===== config.mk =====
export PLATFORM = sky130hd
export DESIGN_NAME = vga_vram_arbiter_flat
export DESIGN_NICKNAME = d
export VERILOG_FILES = /design/src/rtl/vga_vram_arbiter_if.sv /design/src/rtl/vga_vram_arbiter.sv /design/src/flat_wrapper.sv
export SDC_FILE = /design/constraint.sdc
export NUM_CORES = 1
export LEC_CHECK = 0
export ABC_CLOCK_PERIOD_IN_PS = 1300
export CAP_MARGIN = 20
export CORE_ASPECT_RATIO = 0.75
export CORE_MARGIN = 2
export CORE_UTILIZATION = 39
export DETAILED_ROUTE_END_ITERATION = 16
export GPL_ROUTABILITY_DRIVEN = 0
export PLACE_DENSITY_LB_ADDON = 0.08
export SYNTH_ARGS = -nofsm -noshare
export SYNTH_HDL_FRONTEND = slang
export SYNTH_SLANG_ARGS = --single-unit
export TNS_END_PERCENT = 20

===== constraint.sdc =====
create_clock -name i_Clk -period 1.3 [get_ports i_Clk]
set_input_delay 0.26 -clock i_Clk [delete_from_list [all_inputs] [get_ports i_Clk]]
set_output_delay 0.26 -clock i_Clk [all_outputs]
set_load 0.03 [all_outputs]

===== src/rtl/vga_vram_arbiter_if.sv =====
// Video RAM arbiter bus: display fetch, game-logic port, RAM side and status flags.
interface vga_vram_arbiter_if #(
    parameter int ADDR_WIDTH = 13,
    parameter int DATA_WIDTH = 9
);
    logic                  i_Blank;
    logic                  i_VBlank;
    logic                  i_Disp_Req;
    logic [ADDR_WIDTH-1:0] i_Disp_Addr;
    logic                  o_Disp_Valid;
    logic [DATA_WIDTH-1:0] o_Disp_Data;
    logic                  i_Cpu_Req;
    logic                  i_Cpu_We;
    logic [ADDR_WIDTH-1:0] i_Cpu_Addr;
    logic [DATA_WIDTH-1:0] i_Cpu_Wdata;
    logic                  o_Cpu_Ack;
    logic                  o_Cpu_Rvalid;
    logic [DATA_WIDTH-1:0] o_Cpu_Rdata;
    logic                  o_Mem_En;
    logic                  o_Mem_We;
    logic [ADDR_WIDTH-1:0] o_Mem_Addr;
    logic [DATA_WIDTH-1:0] o_Mem_Wdata;
    logic [DATA_WIDTH-1:0] i_Mem_Rdata;
    logic                  o_Starve;
    logic                  i_Starve_Clr;
    logic                  o_VBlank_Tick;

    modport slave (
        input  i_Blank, i_VBlank, i_Disp_Req, i_Disp_Addr,
        input  i_Cpu_Req, i_Cpu_We, i_Cpu_Addr, i_Cpu_Wdata,
        input  i_Mem_Rdata, i_Starve_Clr,
        output o_Disp_Valid, o_Disp_Data, o_Cpu_Ack, o_Cpu_Rvalid, o_Cpu_Rdata,
        output o_Mem_En, o_Mem_We, o_Mem_Addr, o_Mem_Wdata, o_Starve, o_VBlank_Tick
    );

    modport master (
        output i_Blank, i_VBlank, i_Disp_Req, i_Disp_Addr,
        output i_Cpu_Req, i_Cpu_We, i_Cpu_Addr, i_Cpu_Wdata,
        output i_Mem_Rdata, i_Starve_Clr,
        input  o_Disp_Valid, o_Disp_Data, o_Cpu_Ack, o_Cpu_Rvalid, o_Cpu_Rdata,
        input  o_Mem_En, o_Mem_We, o_Mem_Addr, o_Mem_Wdata, o_Starve, o_VBlank_Tick
    );
endinterface


===== src/rtl/vga_vram_arbiter.sv =====
// Single-port VRAM arbiter: display fetches always win, game logic takes blanking/idle
// slots. Also tracks game-logic starvation and emits a vertical-blank-start tick.
module vga_vram_arbiter #(
    parameter int ADDR_WIDTH    = 13,
    parameter int DATA_WIDTH    = 9,
    parameter int CPU_IN_ACTIVE = 1,
    parameter int STARVE_LIMIT  = 1024,
    parameter int CNT_WIDTH     = 11
) (
    input logic                i_Clk,
    input logic                i_Rst_L,
    vga_vram_arbiter_if.slave  bus
);
    typedef enum logic [1:0] {IDLE, DISP, CPU} state_t;
    typedef enum logic [1:0] {TAG_NONE, TAG_DISP, TAG_CPU} tag_t;

    localparam bit                   CPU_ACTIVE_OK = (CPU_IN_ACTIVE != 0);
    localparam logic [CNT_WIDTH-1:0] STARVE_SET    = CNT_WIDTH'(STARVE_LIMIT - 1);

    state_t                state;
    tag_t                  rd_tag_q;
    logic [CNT_WIDTH-1:0]  starve_cnt;
    logic                  vblank_q;
    logic                  grant_disp;
    logic                  grant_cpu;

    always_comb begin
        grant_disp = bus.i_Disp_Req;
        grant_cpu  = !bus.i_Disp_Req && bus.i_Cpu_Req && (bus.i_Blank || CPU_ACTIVE_OK);
    end

    // state names the owner of the command currently presented to the RAM
    always_ff @(posedge i_Clk or negedge i_Rst_L) begin
        if (!i_Rst_L) begin
            state           <= IDLE;
            bus.o_Mem_En    <= 1'b0;
            bus.o_Mem_We    <= 1'b0;
            bus.o_Mem_Addr  <= '0;
            bus.o_Mem_Wdata <= '0;
            bus.o_Cpu_Ack   <= 1'b0;
        end else if (grant_disp) begin
            state           <= DISP;
            bus.o_Mem_En    <= 1'b1;
            bus.o_Mem_We    <= 1'b0;
            bus.o_Mem_Addr  <= bus.i_Disp_Addr;
            bus.o_Cpu_Ack   <= 1'b0;
        end else if (grant_cpu) begin
            state           <= CPU;
            bus.o_Mem_En    <= 1'b1;
            bus.o_Mem_We    <= bus.i_Cpu_We;
            bus.o_Mem_Addr  <= bus.i_Cpu_Addr;
            bus.o_Mem_Wdata <= bus.i_Cpu_Wdata;
            bus.o_Cpu_Ack   <= 1'b1;
        end else begin
            state           <= IDLE;
            bus.o_Mem_En    <= 1'b0;
            bus.o_Mem_We    <= 1'b0;
            bus.o_Cpu_Ack   <= 1'b0;
        end
    end

    // Second tag stage lines up with i_Mem_Rdata; the first stage is the FSM state itself.
    always_ff @(posedge i_Clk or negedge i_Rst_L) begin
        if (!i_Rst_L) begin
            rd_tag_q         <= TAG_NONE;
            bus.o_Disp_Valid <= 1'b0;
            bus.o_Disp_Data  <= '0;
            bus.o_Cpu_Rvalid <= 1'b0;
            bus.o_Cpu_Rdata  <= '0;
        end else begin
            case (state)
                DISP:    rd_tag_q <= TAG_DISP;
                CPU:     rd_tag_q <= bus.o_Mem_We ? TAG_NONE : TAG_CPU;
                default: rd_tag_q <= TAG_NONE;
            endcase
            bus.o_Disp_Valid <= (rd_tag_q == TAG_DISP);
            bus.o_Cpu_Rvalid <= (rd_tag_q == TAG_CPU);
            if (rd_tag_q == TAG_DISP) bus.o_Disp_Data <= bus.i_Mem_Rdata;
            if (rd_tag_q == TAG_CPU)  bus.o_Cpu_Rdata <= bus.i_Mem_Rdata;
        end
    end

    always_ff @(posedge i_Clk or negedge i_Rst_L) begin
        if (!i_Rst_L) begin
            starve_cnt   <= '0;
            bus.o_Starve <= 1'b0;
        end else if (bus.i_Starve_Clr) begin
            starve_cnt   <= '0;
            bus.o_Starve <= 1'b0;
        end else if (!bus.i_Cpu_Req || grant_cpu) begin
            starve_cnt   <= '0;
        end else begin
            if (starve_cnt != '1) starve_cnt <= starve_cnt + 1'b1;
            // this cycle is the STARVE_LIMIT-th consecutive ungranted one
            if (starve_cnt >= STARVE_SET) bus.o_Starve <= 1'b1;
        end
    end

    always_ff @(posedge i_Clk or negedge i_Rst_L) begin
        if (!i_Rst_L) begin
            vblank_q          <= 1'b0;
            bus.o_VBlank_Tick <= 1'b0;
        end else begin
            vblank_q          <= bus.i_VBlank;
            bus.o_VBlank_Tick <= bus.i_VBlank && !vblank_q;
        end
    end
endmodule


===== src/flat_wrapper.sv =====
// flat-port wrapper written by rule: the top's interface ports become plain ports
module vga_vram_arbiter_flat 
#(
    parameter int ADDR_WIDTH    = 13,
    parameter int DATA_WIDTH    = 9,
    parameter int CPU_IN_ACTIVE = 1,
    parameter int STARVE_LIMIT  = 1024,
    parameter int CNT_WIDTH     = 11
)
  (i_Clk, i_Rst_L, bus_i_Blank, bus_i_VBlank, bus_i_Disp_Req, bus_i_Disp_Addr, bus_i_Cpu_Req, bus_i_Cpu_We, bus_i_Cpu_Addr, bus_i_Cpu_Wdata, bus_i_Mem_Rdata, bus_i_Starve_Clr, bus_o_Disp_Valid, bus_o_Disp_Data, bus_o_Cpu_Ack, bus_o_Cpu_Rvalid, bus_o_Cpu_Rdata, bus_o_Mem_En, bus_o_Mem_We, bus_o_Mem_Addr, bus_o_Mem_Wdata, bus_o_Starve, bus_o_VBlank_Tick);
  vga_vram_arbiter_if #(.ADDR_WIDTH(ADDR_WIDTH), .DATA_WIDTH(DATA_WIDTH)) bus_i ();
  input logic i_Clk;
  input logic i_Rst_L;
  input wire logic [$bits(bus_i.i_Blank)-1:0] bus_i_Blank;
  input wire logic [$bits(bus_i.i_VBlank)-1:0] bus_i_VBlank;
  input wire logic [$bits(bus_i.i_Disp_Req)-1:0] bus_i_Disp_Req;
  input wire logic [$bits(bus_i.i_Disp_Addr)-1:0] bus_i_Disp_Addr;
  input wire logic [$bits(bus_i.i_Cpu_Req)-1:0] bus_i_Cpu_Req;
  input wire logic [$bits(bus_i.i_Cpu_We)-1:0] bus_i_Cpu_We;
  input wire logic [$bits(bus_i.i_Cpu_Addr)-1:0] bus_i_Cpu_Addr;
  input wire logic [$bits(bus_i.i_Cpu_Wdata)-1:0] bus_i_Cpu_Wdata;
  input wire logic [$bits(bus_i.i_Mem_Rdata)-1:0] bus_i_Mem_Rdata;
  input wire logic [$bits(bus_i.i_Starve_Clr)-1:0] bus_i_Starve_Clr;
  output wire logic [$bits(bus_i.o_Disp_Valid)-1:0] bus_o_Disp_Valid;
  output wire logic [$bits(bus_i.o_Disp_Data)-1:0] bus_o_Disp_Data;
  output wire logic [$bits(bus_i.o_Cpu_Ack)-1:0] bus_o_Cpu_Ack;
  output wire logic [$bits(bus_i.o_Cpu_Rvalid)-1:0] bus_o_Cpu_Rvalid;
  output wire logic [$bits(bus_i.o_Cpu_Rdata)-1:0] bus_o_Cpu_Rdata;
  output wire logic [$bits(bus_i.o_Mem_En)-1:0] bus_o_Mem_En;
  output wire logic [$bits(bus_i.o_Mem_We)-1:0] bus_o_Mem_We;
  output wire logic [$bits(bus_i.o_Mem_Addr)-1:0] bus_o_Mem_Addr;
  output wire logic [$bits(bus_i.o_Mem_Wdata)-1:0] bus_o_Mem_Wdata;
  output wire logic [$bits(bus_i.o_Starve)-1:0] bus_o_Starve;
  output wire logic [$bits(bus_i.o_VBlank_Tick)-1:0] bus_o_VBlank_Tick;
  assign bus_i.i_Blank = bus_i_Blank;
  assign bus_i.i_VBlank = bus_i_VBlank;
  assign bus_i.i_Disp_Req = bus_i_Disp_Req;
  assign bus_i.i_Disp_Addr = bus_i_Disp_Addr;
  assign bus_i.i_Cpu_Req = bus_i_Cpu_Req;
  assign bus_i.i_Cpu_We = bus_i_Cpu_We;
  assign bus_i.i_Cpu_Addr = bus_i_Cpu_Addr;
  assign bus_i.i_Cpu_Wdata = bus_i_Cpu_Wdata;
  assign bus_i.i_Mem_Rdata = bus_i_Mem_Rdata;
  assign bus_i.i_Starve_Clr = bus_i_Starve_Clr;
  assign bus_o_Disp_Valid = bus_i.o_Disp_Valid;
  assign bus_o_Disp_Data = bus_i.o_Disp_Data;
  assign bus_o_Cpu_Ack = bus_i.o_Cpu_Ack;
  assign bus_o_Cpu_Rvalid = bus_i.o_Cpu_Rvalid;
  assign bus_o_Cpu_Rdata = bus_i.o_Cpu_Rdata;
  assign bus_o_Mem_En = bus_i.o_Mem_En;
  assign bus_o_Mem_We = bus_i.o_Mem_We;
  assign bus_o_Mem_Addr = bus_i.o_Mem_Addr;
  assign bus_o_Mem_Wdata = bus_i.o_Mem_Wdata;
  assign bus_o_Starve = bus_i.o_Starve;
  assign bus_o_VBlank_Tick = bus_i.o_VBlank_Tick;
  vga_vram_arbiter #(.ADDR_WIDTH(ADDR_WIDTH), .DATA_WIDTH(DATA_WIDTH), .CPU_IN_ACTIVE(CPU_IN_ACTIVE), .STARVE_LIMIT(STARVE_LIMIT), .CNT_WIDTH(CNT_WIDTH)) u_core (.i_Clk(i_Clk), .i_Rst_L(i_Rst_L), .bus(bus_i));
endmodule

* After elaboration in Yosys (flattened, before gate mapping)
Cells that the tools add are included. Widths: inputs -> output; s select.
Storage, ports and cells: register bits after elaboration 63, bits in latches 0, memory bits (writable) 0, ROM bits 0, bits of input ports 52, output and inout port bits 47, logic and storage cells 52, memories 0
Cells by class: add/subtract/negate cells 1, multipliers 0, divide/modulo/power cells 0, order comparisons 1, equal/unequal tests 6, shift-type cells 0, multiplexer cells 17, bitwise gates (word level) 1, reduce and logical (&&, ||, !) cells 11
Operators with widths (count):
- $mux 11 | 3
- $mux 13 | 2
- $add 11x1->11 const B | 1
- $ge 11x10->1 const B | 1
- $ne 11x11->1 const B | 1
- $mux 1 | 8
- $mux 2 | 3
- $eq 2x1->1 const B | 2
- $eq 2x2->1 const B | 2
- $pmux 2 s2 | 1
- $reduce_and 2->1 | 2
- $reduce_bool 2->1 | 2
- $logic_not 1->1 | 3
- $reduce_bool 3->1 | 1
- $logic_and 1x1->1 | 2
- $ne 2x2->1 const B | 1
- $logic_or 1x1->1 | 1
- $not 1->1 | 1

* Depth between registers and ports, before layout
Gate-level depths: netlist of the first run.
word-level depth 5, gate-level depth with buffers 5, depth with buffers taken out 5

* Worst setup path after synthesis of the first run
Ideal clock, no wire load.
path type reg-to-reg, start register u_core.starve_cnt[0], end register u_core.starve_cnt[9], library setup time 0.088 ns, data arrival time 1.362 ns, data required time 1.212 ns, slack -0.150 ns, stages on the path, launching flop included 6, buffers on the path 0, clock period less this slack 1.450 ns, cell sequence dfrtp_1 > ha_1 > and3_1 > nand4_4 > and2_4 > a211oi_2
On the way: cells in the longest elaborated chain, start to end 4, elaborated cells on any way between the ends 6, those cells by class add/sub (1); eq/ne (1); mux (3); reduce/logical (1)
Ends and longest elaborated chain:
- start: declaration | line vga_vram_arbiter.sv:22 | logic [CNT_WIDTH-1:0] starve_cnt;
- start signal: assignment | line vga_vram_arbiter.sv:93 | if (starve_cnt != '1) starve_cnt <= starve_cnt + 1'b1;
- $add 11x1->11 | line vga_vram_arbiter.sv:93
- $mux 11 | line vga_vram_arbiter.sv:93
- $mux 11 | line vga_vram_arbiter.sv:90 | end else if (!bus.i_Cpu_Req || grant_cpu) begin
- $mux 11 | line vga_vram_arbiter.sv:87 | end else if (bus.i_Starve_Clr) begin
Several ways; a longest one is shown, not always the timed one. The select of a mux whose other input is x is not followed. A chain may end at the register's enable or synchronous reset.

* Worst setup path after layout of the first run
start register u_core.starve_cnt[1], end register u_core.starve_cnt[1]
Same word-level chain as after synthesis.

==> flow_summary.yaml, run 1 <==
timing:
  tightest_slew_ps: 325
  slew_headroom: 0.783
  setup-violations-final: 9
  period_needed_ps: 1380
  rsz0062_at_grt: "yes"
  finalCritPeriodShare: 1.06
  fin_skew_ps: 5.03
  max_freq_mhz: 725
  slew_viol_final: 0
  finalSetupTns_ps: -384
  fin_ws_ps: -79.5
  hold_viol_final: 0
grt:
  antenna_found_initial: 0
  grt_usage: 0.177
  grt_max_degree: 63
  grt_pass1_wl_um: 9310
  overflow: 0
  grt_pass1_vias: 1961
setup_path:
  r2r_setup_slack_ps: -80
  timing.rr.start: "u_core.starve_cnt[1]"
  cp-end-kind: "flop"
  crit_path_start_kind: "flop"
  cp.arrival_ps: 1600
  critPathMaxStageDelay_ps: 350
  cp.depth: 6
  crit_buf_inv: 1
  cp.required_ps: 1520
  crit_family: "simple AND/OR/NAND/NOR gates"
  r2r_cells: 6
  critPathLaunch: "u_core.starve_cnt[1]"
  worstReg2RegEnd: "u_core.starve_cnt[1]"
  criticalPathCategory: "flop to flop"
  critPathCapture: "u_core.starve_cnt[1]"
  slowest_stage: "dfrtp_1"
  cp_max_fo: 5
  crit_chain: "ha_2, and3_4, nand4_4, buf_12, mux2i_1, nor2_1"
cells_and_area:
  fin_nets: 372
  layout-drive-gt1-share: 0.384
  fin_util: 0.652
  diodes: 0
  area_delta_synth_final_pct: 62.6
placed_design:
  portBuffers: 97
  dp_slack_ps: -296
  dp_hpwl_um: 3990
clocking:
  clockBufferDepth: 2
  clockRootBuffer: "clkbuf_8"
  clock-sinks: 62
  clock_latency_ps: 330
  clk_pin_slew_ps: 60
  tritoncts: "done"
  htreeDepth: 3
  cts_inserted_buffers: 9
floorplanning:
  die_area_mm2: 0.00709
  core-area_mm2: 0.00626
  chipHeight_um: 73.4
  fp-row-count: 25
  die_x_um: 96.6
  start_util: 0.401
  num_io_pins: 99
synthesis:
  syn_area_per_cell_um2: 12.9
  syn_inst: 195
  async_reset_ff_frac: 1.00
  ys_ff_latch: 62
  synth_compound_area_frac: 0.0664
  synth_mux_area_frac: 0.177
  synth_adder_area_share: 0.00499
  synth_top_family_by_area: "multiplexers"
  syn-num-nets: 248
  yosysUniqueCellTypes: 33
  synth-simple-area-share: 0.102
  synth-xor-area-share: 0.00699
  synth-edff-count: 0
  synthFlopType: "dfrtp_1"
  ys_warn_count: 0
  seq_area_frac_synth: 0.619
  synthesis.area_mm2: 0.00251
worst_hold_path:
  hp-class: "flop to flop"
routing:
  routed_via_density: 4.78
  drt-pass1-iter-count: 4
  initialDrtViolationCount: 65
  wl_um: 5680
  drc_errors: 0
  via_count: 1930
  wl_per_cell_um: 14.1
  final_antenna_net_count: 0
pwr:
  max-vdd-ir-drop_mv: 0.772
  leakage_nw: 1.84
  p_total_mw: 5.65
  power.density_mw_per_mm2: 1390
outcome:
  status: "finished, violations left"
  violations: "negative setup slack"
flow_run:
  drv_cap: 0
-- state kept, by name (all words and copies together) (netlist names) --
name	cells
u_core.bus.o_Mem_Wdata	9
u_core.bus.o_Disp_Data	9
u_core.vblank_q	1
u_core.bus.o_Cpu_Ack	1
u_core.bus.o_Cpu_Rdata	9
u_core.bus.o_Starve	1
u_core.bus.o_VBlank_Tick	1
u_core.bus.o_Cpu_Rvalid	1
u_core.rd_tag_q	2
u_core.starve_cnt	11
u_core.state	1
u_core.bus.o_Mem_En	1
u_core.bus.o_Mem_Addr	13
u_core.bus.o_Mem_We	1
u_core.bus.o_Disp_Valid	1
-- stage by stage --
step / instances / area [µm²] / hold slack (ps)
6_report: 404 / 4080 / 396
4_1_cts: 403 / 4060 / 399
5_1_grt: 404 / 4080 / 405
2_1_floorplan: 195 / 2510 / -35.6
3_3_place_gp: 385 / 3710 / 297
3_5_place_dp: 385 / 3710 / 292
-- per-layer routing --
metal / track usage / share of wire
met4: 0.0720 / 0.017
met5: 0 / 0
met2: 0.256 / 0.44
met1: 0.237 / 0.47
met3: 0.0738 / 0.076
-- cell usage after synthesis, types with 2 or more instances --
cell type	instances	area, µm²
buf_2	5	25.0
clkbuf_1	3	11.3
inv_1	3	11.3
nor2_1	9	33.8
mux2i_1	14	140
nand2_1	17	63.8
o21ai_0	16	80.1
xnor2_1	2	17.5
dfrtp_1	62	1550
nor2b_1	4	25.0
and2_1	2	12.5
a21oi_1	3	15.0
nand4_1	2	12.5
and3_1	2	12.5
a31oi_1	5	31.3
nand3_1	3	15.0
mux2_2	27	304
-- repair_timing --
| action | 4_1_cts | 5_1_grt |
|---|---|---|
| endpoints found under the hold margin | 62 | 0 |
| pin swaps | 2 | 1 |
| setup buffers | 2 | 1 |
| setup endpoints to repair | 43 | 20 |
| hold buffers | 1 | 0 |
| gates resized for setup | 110 | 2 |
-- layout by cell type, fill, tap and decap left out, drive strengths merged, types with 2 or more instances in the layout --
master,Yosys,final
buf,6,36
a21oi,3,3
nor2b,4,4
bufinv,0,3
o21ai,17,17
and3,2,2
a211oi,2,2
clkdlybuf4s15,0,36
mux2,27,27
dfrtp,62,62
nand2,17,17
xnor2,2,2
nor3,2,2
clkdlybuf4s50,0,49
nand3,3,3
inv,3,3
clkbuf,3,12
nor2,9,9
and2,3,3
mux2i,14,14
a31oi,5,5
nand4,3,3
-- final cells by class --
type	count	area (µm²)
timing repair buffer	122	1240
multi-input combinational	121	922
inverter	3	11.3
tap	81	101
clock inverter	3	90.1
sequential	62	1550
clock buffer	12	165
fill	500	2180
-- logic make-up (layout without fill, tap and decap cells) --
logic type | Yosys count | after routing
buffers and inverters | 12 | 140
adders and majority gates | 1 | 1
and+or+nand+nor | 48 | 48
xor gates and xnor gates | 2 | 2
AOI/OAI and AO/OA | 29 | 29
muxes | 41 | 41
DFF | 62 | 62
-- power by group --
group / leakage, nW / switching, mW / total (mW) / internal [mW]
Sequential: 0.767 / 0.109 / 2.25 / 2.14
Clock: 0.129 / 0.714 / 2.14 / 1.42
Combinational: 0.940 / 0.666 / 1.27 / 0.602
Total: 1.84 / 1.49 / 5.65 / 4.16
-- worst min path at each step --
stage                                          end  cells after the start       startpoint
after CTS                 u_core.bus.o_VBlank_Tick                      1  u_core.vblank_q
after global routing               u_core.vblank_q                      1     bus_i_VBlank
after global placement             u_core.vblank_q                      2          i_Rst_L
after detailed placement           u_core.vblank_q                      2          i_Rst_L
after floorplan               u_core.bus.o_Cpu_Ack                      0          i_Rst_L
final                     u_core.bus.o_VBlank_Tick                      1  u_core.vblank_q
-- worst register-to-register path, stage by stage, from the launching register on --
cell and delay, ps:
dfrtp_1 350, ha_2 200, and3_4 220, nand4_4 150, buf_12 170, mux2i_1 130
nor2_1 50
No activity file was read; power rests on OpenSTA's default activity.
==> run 2: changes to the inputs <==
ABC_CLOCK_PERIOD_IN_PS = 1500   (was 1300)
CORE_UTILIZATION = 43   (was 39)
clock period = 1.5 ns   (was 1.3 ns; I/O delays follow)
==> run 2 against run 1 <==
The run now ends clean. Clock-buffer cell count fell by 2. Clock power fell by 24%. Sequential power fell by 14%. Routed wire length fell by 0.21%. Critical path depth fell by 1. Hold slack improved by 5.1 ps. Power fell by 19%. Cell count fell by 1.7%. Largest power group unchanged.
==> flow_summary.yaml, run 2 (synthesis gave the netlist of run 1 again) <==
outcome:
  status: "complete, no violations"
timing:
  slew_headroom: 0.771
  setup-violations-final: 0
  period_needed_ps: 1410
  rsz0062_at_grt: "no"
  tightest_slew_ps: 345
  hold_viol_final: 0
  finalCritPeriodShare: 0.939
  slew_viol_final: 0
  fin_ws_ps: 91.4
  fin_skew_ps: 5.25
  finalSetupTns_ps: 0
  max_freq_mhz: 710
floorplanning:
  chipHeight_um: 70.1
  fp-row-count: 24
  die_area_mm2: 0.00646
  die_x_um: 92.2
  start_util: 0.437
  core-area_mm2: 0.00574
  num_io_pins: 99
grt:
  grt_max_degree: 63
  grt_usage: 0.189
  grt_pass1_vias: 2030
  antenna_found_initial: 0
  overflow: 0
  grt_pass1_wl_um: 9380
setup_path:
  slowest_stage: "dfrtp_1"
  crit_path_start_kind: "flop"
  crit_chain: "ha_2, and3_4, nand4_4, and2_4, a211oi_2"
  cp.arrival_ps: 1660
  criticalPathCategory: "flop to flop"
  critPathMaxStageDelay_ps: 360
  cp_max_fo: 5
  cp-end-kind: "flop"
  cp.required_ps: 1750
placed_design:
  portBuffers: 97
  dp_hpwl_um: 4010
  dpl-instance-area_mm2: 0.00369
  dpl.cell_count: 380
  dp_slack_ps: -151
clocking:
  clockBufferDepth: 2
  cts_inserted_buffers: 9
  cts_setup_buffers: 0
  tritoncts: "done"
  clk_pin_slew_ps: 70
  htreeDepth: 3
  clockRootBuffer: "clkbuf_8"
  clock-sinks: 62
  clock_latency_ps: 330
routing:
  initialDrtViolationCount: 80
  final_antenna_net_count: 0
  wl_um: 5670
  drc_errors: 0
  via_count: 1907
  wl_per_cell_um: 14.3
  routed_via_density: 4.80
  drt-pass1-iter-count: 4
flow_run:
  drv_cap: 0
cells_and_area:
  fin_nets: 367
  final_cell_mix: "62 x dfrtp_1, 49 x clkdlybuf4s50_1, 47 x dlygate4sd2_1"
  largest-register: "u_core.bus.o_Mem_Addr"
  area_delta_synth_final_pct: 54.5
  layout-drive-gt1-share: 0.223
  reg_top3: "u_core.bus.o_Mem_Addr: 13 flops, u_core.starve_cnt: 11 flops"
  fin_util: 0.676
  multi_input_area_um2: 907
  largest_register_ffs: 13
  diodes: 0
  finalNonFillerCells: 397
  fin_area_mm2: 0.00387
  final-seq-area_mm2: 0.00155
  n_fill_cell: 473
  final_common_cell: "dfrtp_1"
pwr:
  power.density_mw_per_mm2: 1180
  leakage_nw: 1.81
  max-vdd-ir-drop_mv: 0.753
worst_hold_path:
  hp-class: "flop to flop"
## run 2: changes by cell type in the layout (fill, tap and decap cells not counted), sizes merged
cell	before	now
clkinv	0	2
clkinvlp	0	2
clkbuf	12	10
bufinv	3	2
dlygate4sd2	0	47
buf	36	20
clkdlybuf4s15	36	0
## run 2: cell type report
cell class	instances	share of cell area
Multi-Input combinational cell	121	0.234
Sequential cell	62	0.400
Timing Repair Buffer	117	0.280
Inverter	3	0.00291
Clock inverter	6	0.0220
Tap cell	78	0.0252
Clock buffer	10	0.0355
## run 2: path summary, 6_finish.rpt
path                                      start                        end  slack (ps)  depth (start not counted)
min                             u_core.vblank_q   u_core.bus.o_VBlank_Tick         400                          1
max reg2reg                u_core.starve_cnt[0]       u_core.starve_cnt[9]          90                          5
min reg2reg                     u_core.vblank_q   u_core.bus.o_VBlank_Tick         400                          1
min in group asynchronous               i_Rst_L       u_core.starve_cnt[6]         500                          3
max in group asynchronous               i_Rst_L  u_core.bus.o_Mem_Wdata[7]         730                          3
max                        u_core.starve_cnt[0]       u_core.starve_cnt[9]          90                          5
## run 2: per-stage QoR
step                power [mW]  hold slack [ps]
floorplan                 2.53             4.41
global placement          3.10              333
detailed placement        3.12              335
CTS                       4.64              405
global route              4.78              409
finish                    4.58              401
## run 2: critical path, delay by kind of cell, from the launching register on
family | cells | cell delay [ps]
compound gates | 1 | 190
flops | 1 | 360
simple gates | 3 | 570
fa+ha+maj | 1 | 200
## run 2: layer usage
layer,track usage,up-vias,wire [µm]
li1,-,923,-
met1,0.233,919,2540
met2,0.303,63,2730
met3,0.0831,2,380
met4,0.0547,0,21
met5,0,-,0
## run 2: repair_timing
item,4_1_cts,5_1_grt
setup endpoints to repair,47,5
hold buffers,1,0
gates resized for setup,47,4
endpoints found under the hold margin,62,0
cloned,0,0
## run 2: report_power, final
group | total (mW) | internal [mW] | leakage (nW) | switching (mW)
logic | 1.02 | 0.438 | 0.938 | 0.579
clock network | 1.63 | 0.974 | 0.108 | 0.657
registers | 1.93 | 1.85 | 0.767 | 0.0814
==> run 3: changes to the inputs <==
ABC_AREA = 1   (was unset)
CORE_MARGIN = unset   (was 2)
CORE_UTILIZATION = 44   (was 43)
==> run 3 against run 2 <==
First-iteration DRC count is 29% higher. Flip-flop and latch count stayed put. Cell count is 22% higher. Critical path depth is 4 lower. Core utilization is 2.6 points higher. Power is 7.4% lower. Register-to-register slack better by 90 ps. Largest cell class unchanged.
==> flow_summary.yaml, run 3 <==
outcome:
  status: "complete, no violations"
clocking:
  clock_latency_ps: 340
  htreeDepth: 3
  cts_inserted_buffers: 9
  clockBufferDepth: 2
  cts_setup_buffers: 0
  clock-sinks: 62
  clockRootBuffer: "clkbuf_8"
  clk_pin_slew_ps: 60
  tritoncts: "done"
timing:
  finalSetupTns_ps: 0
  hold_viol_final: 0
  tightest_slew_ps: 525
  slew_headroom: 0.649
  period_needed_ps: 1420
  setup-violations-final: 0
  fin_ws_ps: 79.1
  whs_ps: 400
  rsz0062_at_grt: "no"
  slew_viol_final: 0
  finalCritPeriodShare: 0.947
  max_freq_mhz: 704
  fin_skew_ps: 4.79
synthesis:
  synth-edff-count: 0
  synthTopCellsByArea: "dfrtp_1 59%, nand2_1 17%, nand3_1 4.0%"
  ys_ff_latch: 62
  yosysMostFrequentCell: "nand2_1"
  yosysUniqueCellTypes: 23
  synth_top_area_frac: 0.592
  synth_common_cells: "116 x nand2_1, 62 x dfrtp_1, 22 x inv_1"
  synth.largest_area_cell: "dfrtp_1"
  syn-num-nets: 348
  synthesis.area_mm2: 0.00262
  async_reset_ff_frac: 1.00
  synthFlopType: "dfrtp_1"
  syn_area_per_cell_um2: 8.89
  syn_inst: 295
  seq_area_frac_synth: 0.592
  ys_warn_count: 0
cells_and_area:
  final_cell_mix: "116 x nand2_1, 62 x dfrtp_1, 49 x clkdlybuf4s50_1"
  fin_nets: 458
  finalNonFillerCells: 485
  largest_register_ffs: 13
  final_common_cell: "nand2_1"
  layout-drive-gt1-share: 0.105
  area_delta_synth_final_pct: 47.9
  diodes: 0
  multi_input_area_um2: 923
  n_fill_cell: 444
  reg_top3: "u_core.bus.o_Mem_Addr: 13 flops, u_core.starve_cnt: 11 flops"
  fin_util: 0.702
  final-seq-area_mm2: 0.00155
  fin_area_mm2: 0.00388
  largest-register: "u_core.bus.o_Mem_Addr"
flow_run:
  drv_cap: 0
grt:
  grt_pass1_vias: 2113
  grt_usage: 0.214
  grt_pass1_wl_um: 9850
  antenna_found_initial: 0
  overflow: 0
  grt_max_degree: 63
routing:
  drt-pass1-iter-count: 4
  initialDrtViolationCount: 103
  wl_per_cell_um: 12.0
  final_antenna_net_count: 0
  via_count: 2251
  wl_um: 5830
  routed_via_density: 4.64
  drc_errors: 0
pwr:
  p_switching_mw: 1.28
  p_total_mw: 4.24
  max-vdd-ir-drop_mv: 0.536
  clkPwrFrac: 0.321
  power.density_mw_per_mm2: 1090
  leakage_nw: 2.04
  swShare: 0.301
  seq_power_share: 0.453
  combPwrFrac: 0.226
  p_int_mw: 2.96
setup_path:
  cp-end-kind: "primary output"
  cp_max_fo: 3
  crit_family: "buffers and inverters"
  critPathMaxStageDelay_ps: 430
  criticalPathCategory: "flop to primary output"
  cp.depth: 1
  timing.rr.start: "u_core.starve_cnt[0]"
  crit_chain: "dlygate4sd2_1"
  critPathCapture: "bus_o_Cpu_Ack"
  r2r_cells: 7
  r2r_setup_slack_ps: 180
  slowest_stage: "dlygate4sd2_1"
  worstReg2RegEnd: "u_core.bus.o_Starve"
  critPathLaunch: "u_core.bus.o_Cpu_Ack"
  cp.arrival_ps: 1120
  crit_path_start_kind: "flop"
  crit_buf_inv: 1
  cp.required_ps: 1200
worst_hold_path:
  hp-start: "u_core.vblank_q"
  hp-class: "flop to flop"
placed_design:
  dp_hpwl_um: 4250
  portBuffers: 97
  dpl-instance-area_mm2: 0.00374
  dpl.cell_count: 468
  dp_slack_ps: -73.9
floorplanning:
  num_io_pins: 99
  start_util: 0.474
  chipHeight_um: 68.8
  die_x_um: 91.1
  die_area_mm2: 0.00627
  core-area_mm2: 0.00553
  fp-row-count: 23
[run 3: routing by layer]
| layer | vias to the layer above | global-route usage | part of all wire |
|---|---|---|---|
| met2 | 85 | 0.330 | 0.44 |
| met1 | 1017 | 0.252 | 0.43 |
| met4 | 0 | 0.0714 | 0.0096 |
| li1 | 1144 | - | - |
| met5 | - | 0 | 0 |
| met3 | 5 | 0.129 | 0.11 |
[run 3: repair_timing]
| item | 4_1_cts | 5_1_grt |
|---|---|---|
| hold endpoints to repair | 62 | 0 |
| hold buffers | 1 | 0 |
| resized for setup | 47 | 0 |
| setup endpoints to repair | 47 | 0 |
[run 3: logic make-up after synthesis]
| family | count (synthesis) | share of synthesized area |
|---|---|---|
| buffers and inverters | 37 | 0.0558 |
| AOI/OAI and AO/OA | 25 | 0.0492 |
| adders and majority gates | 1 | 0.00477 |
| and+or+nand+nor | 170 | 0.298 |
| DFF | 62 | 0.592 |
[run 3: final cells by class]
type	count	share of cell area
sequential	62	0.400
multi-input combinational	196	0.238
inverter	30	0.0290
clock inverter	5	0.0129
tap	75	0.0242
timing repair buffer	106	0.262
clock buffer	11	0.0339
[run 3: worst min path at each step]
stage | endpoint | slack (ps) | cells past startpoint
3_3_place_gp | u_core.bus.o_Disp_Data[1] | 330 | 2
3_5_place_dp | u_core.bus.o_Cpu_Rdata[1] | 340 | 2
5_1_grt | u_core.bus.o_VBlank_Tick | 420 | 1
4_1_cts | u_core.bus.o_VBlank_Tick | 400 | 1
2_1_floorplan | u_core.bus.o_Cpu_Ack | 4 | 0
6_report | u_core.bus.o_VBlank_Tick | 400 | 1
[run 3: power by group through the flow]
stage                     Clock [mW]  Combinational, mW  Sequential, mW
after floorplan                    0              0.185            2.28
after global placement             0               1.07            1.95
after detailed placement           0               1.08            1.95
after CTS                       1.41              0.973            1.92
after global routing            1.50               1.03            1.94
final                           1.36              0.960            1.92
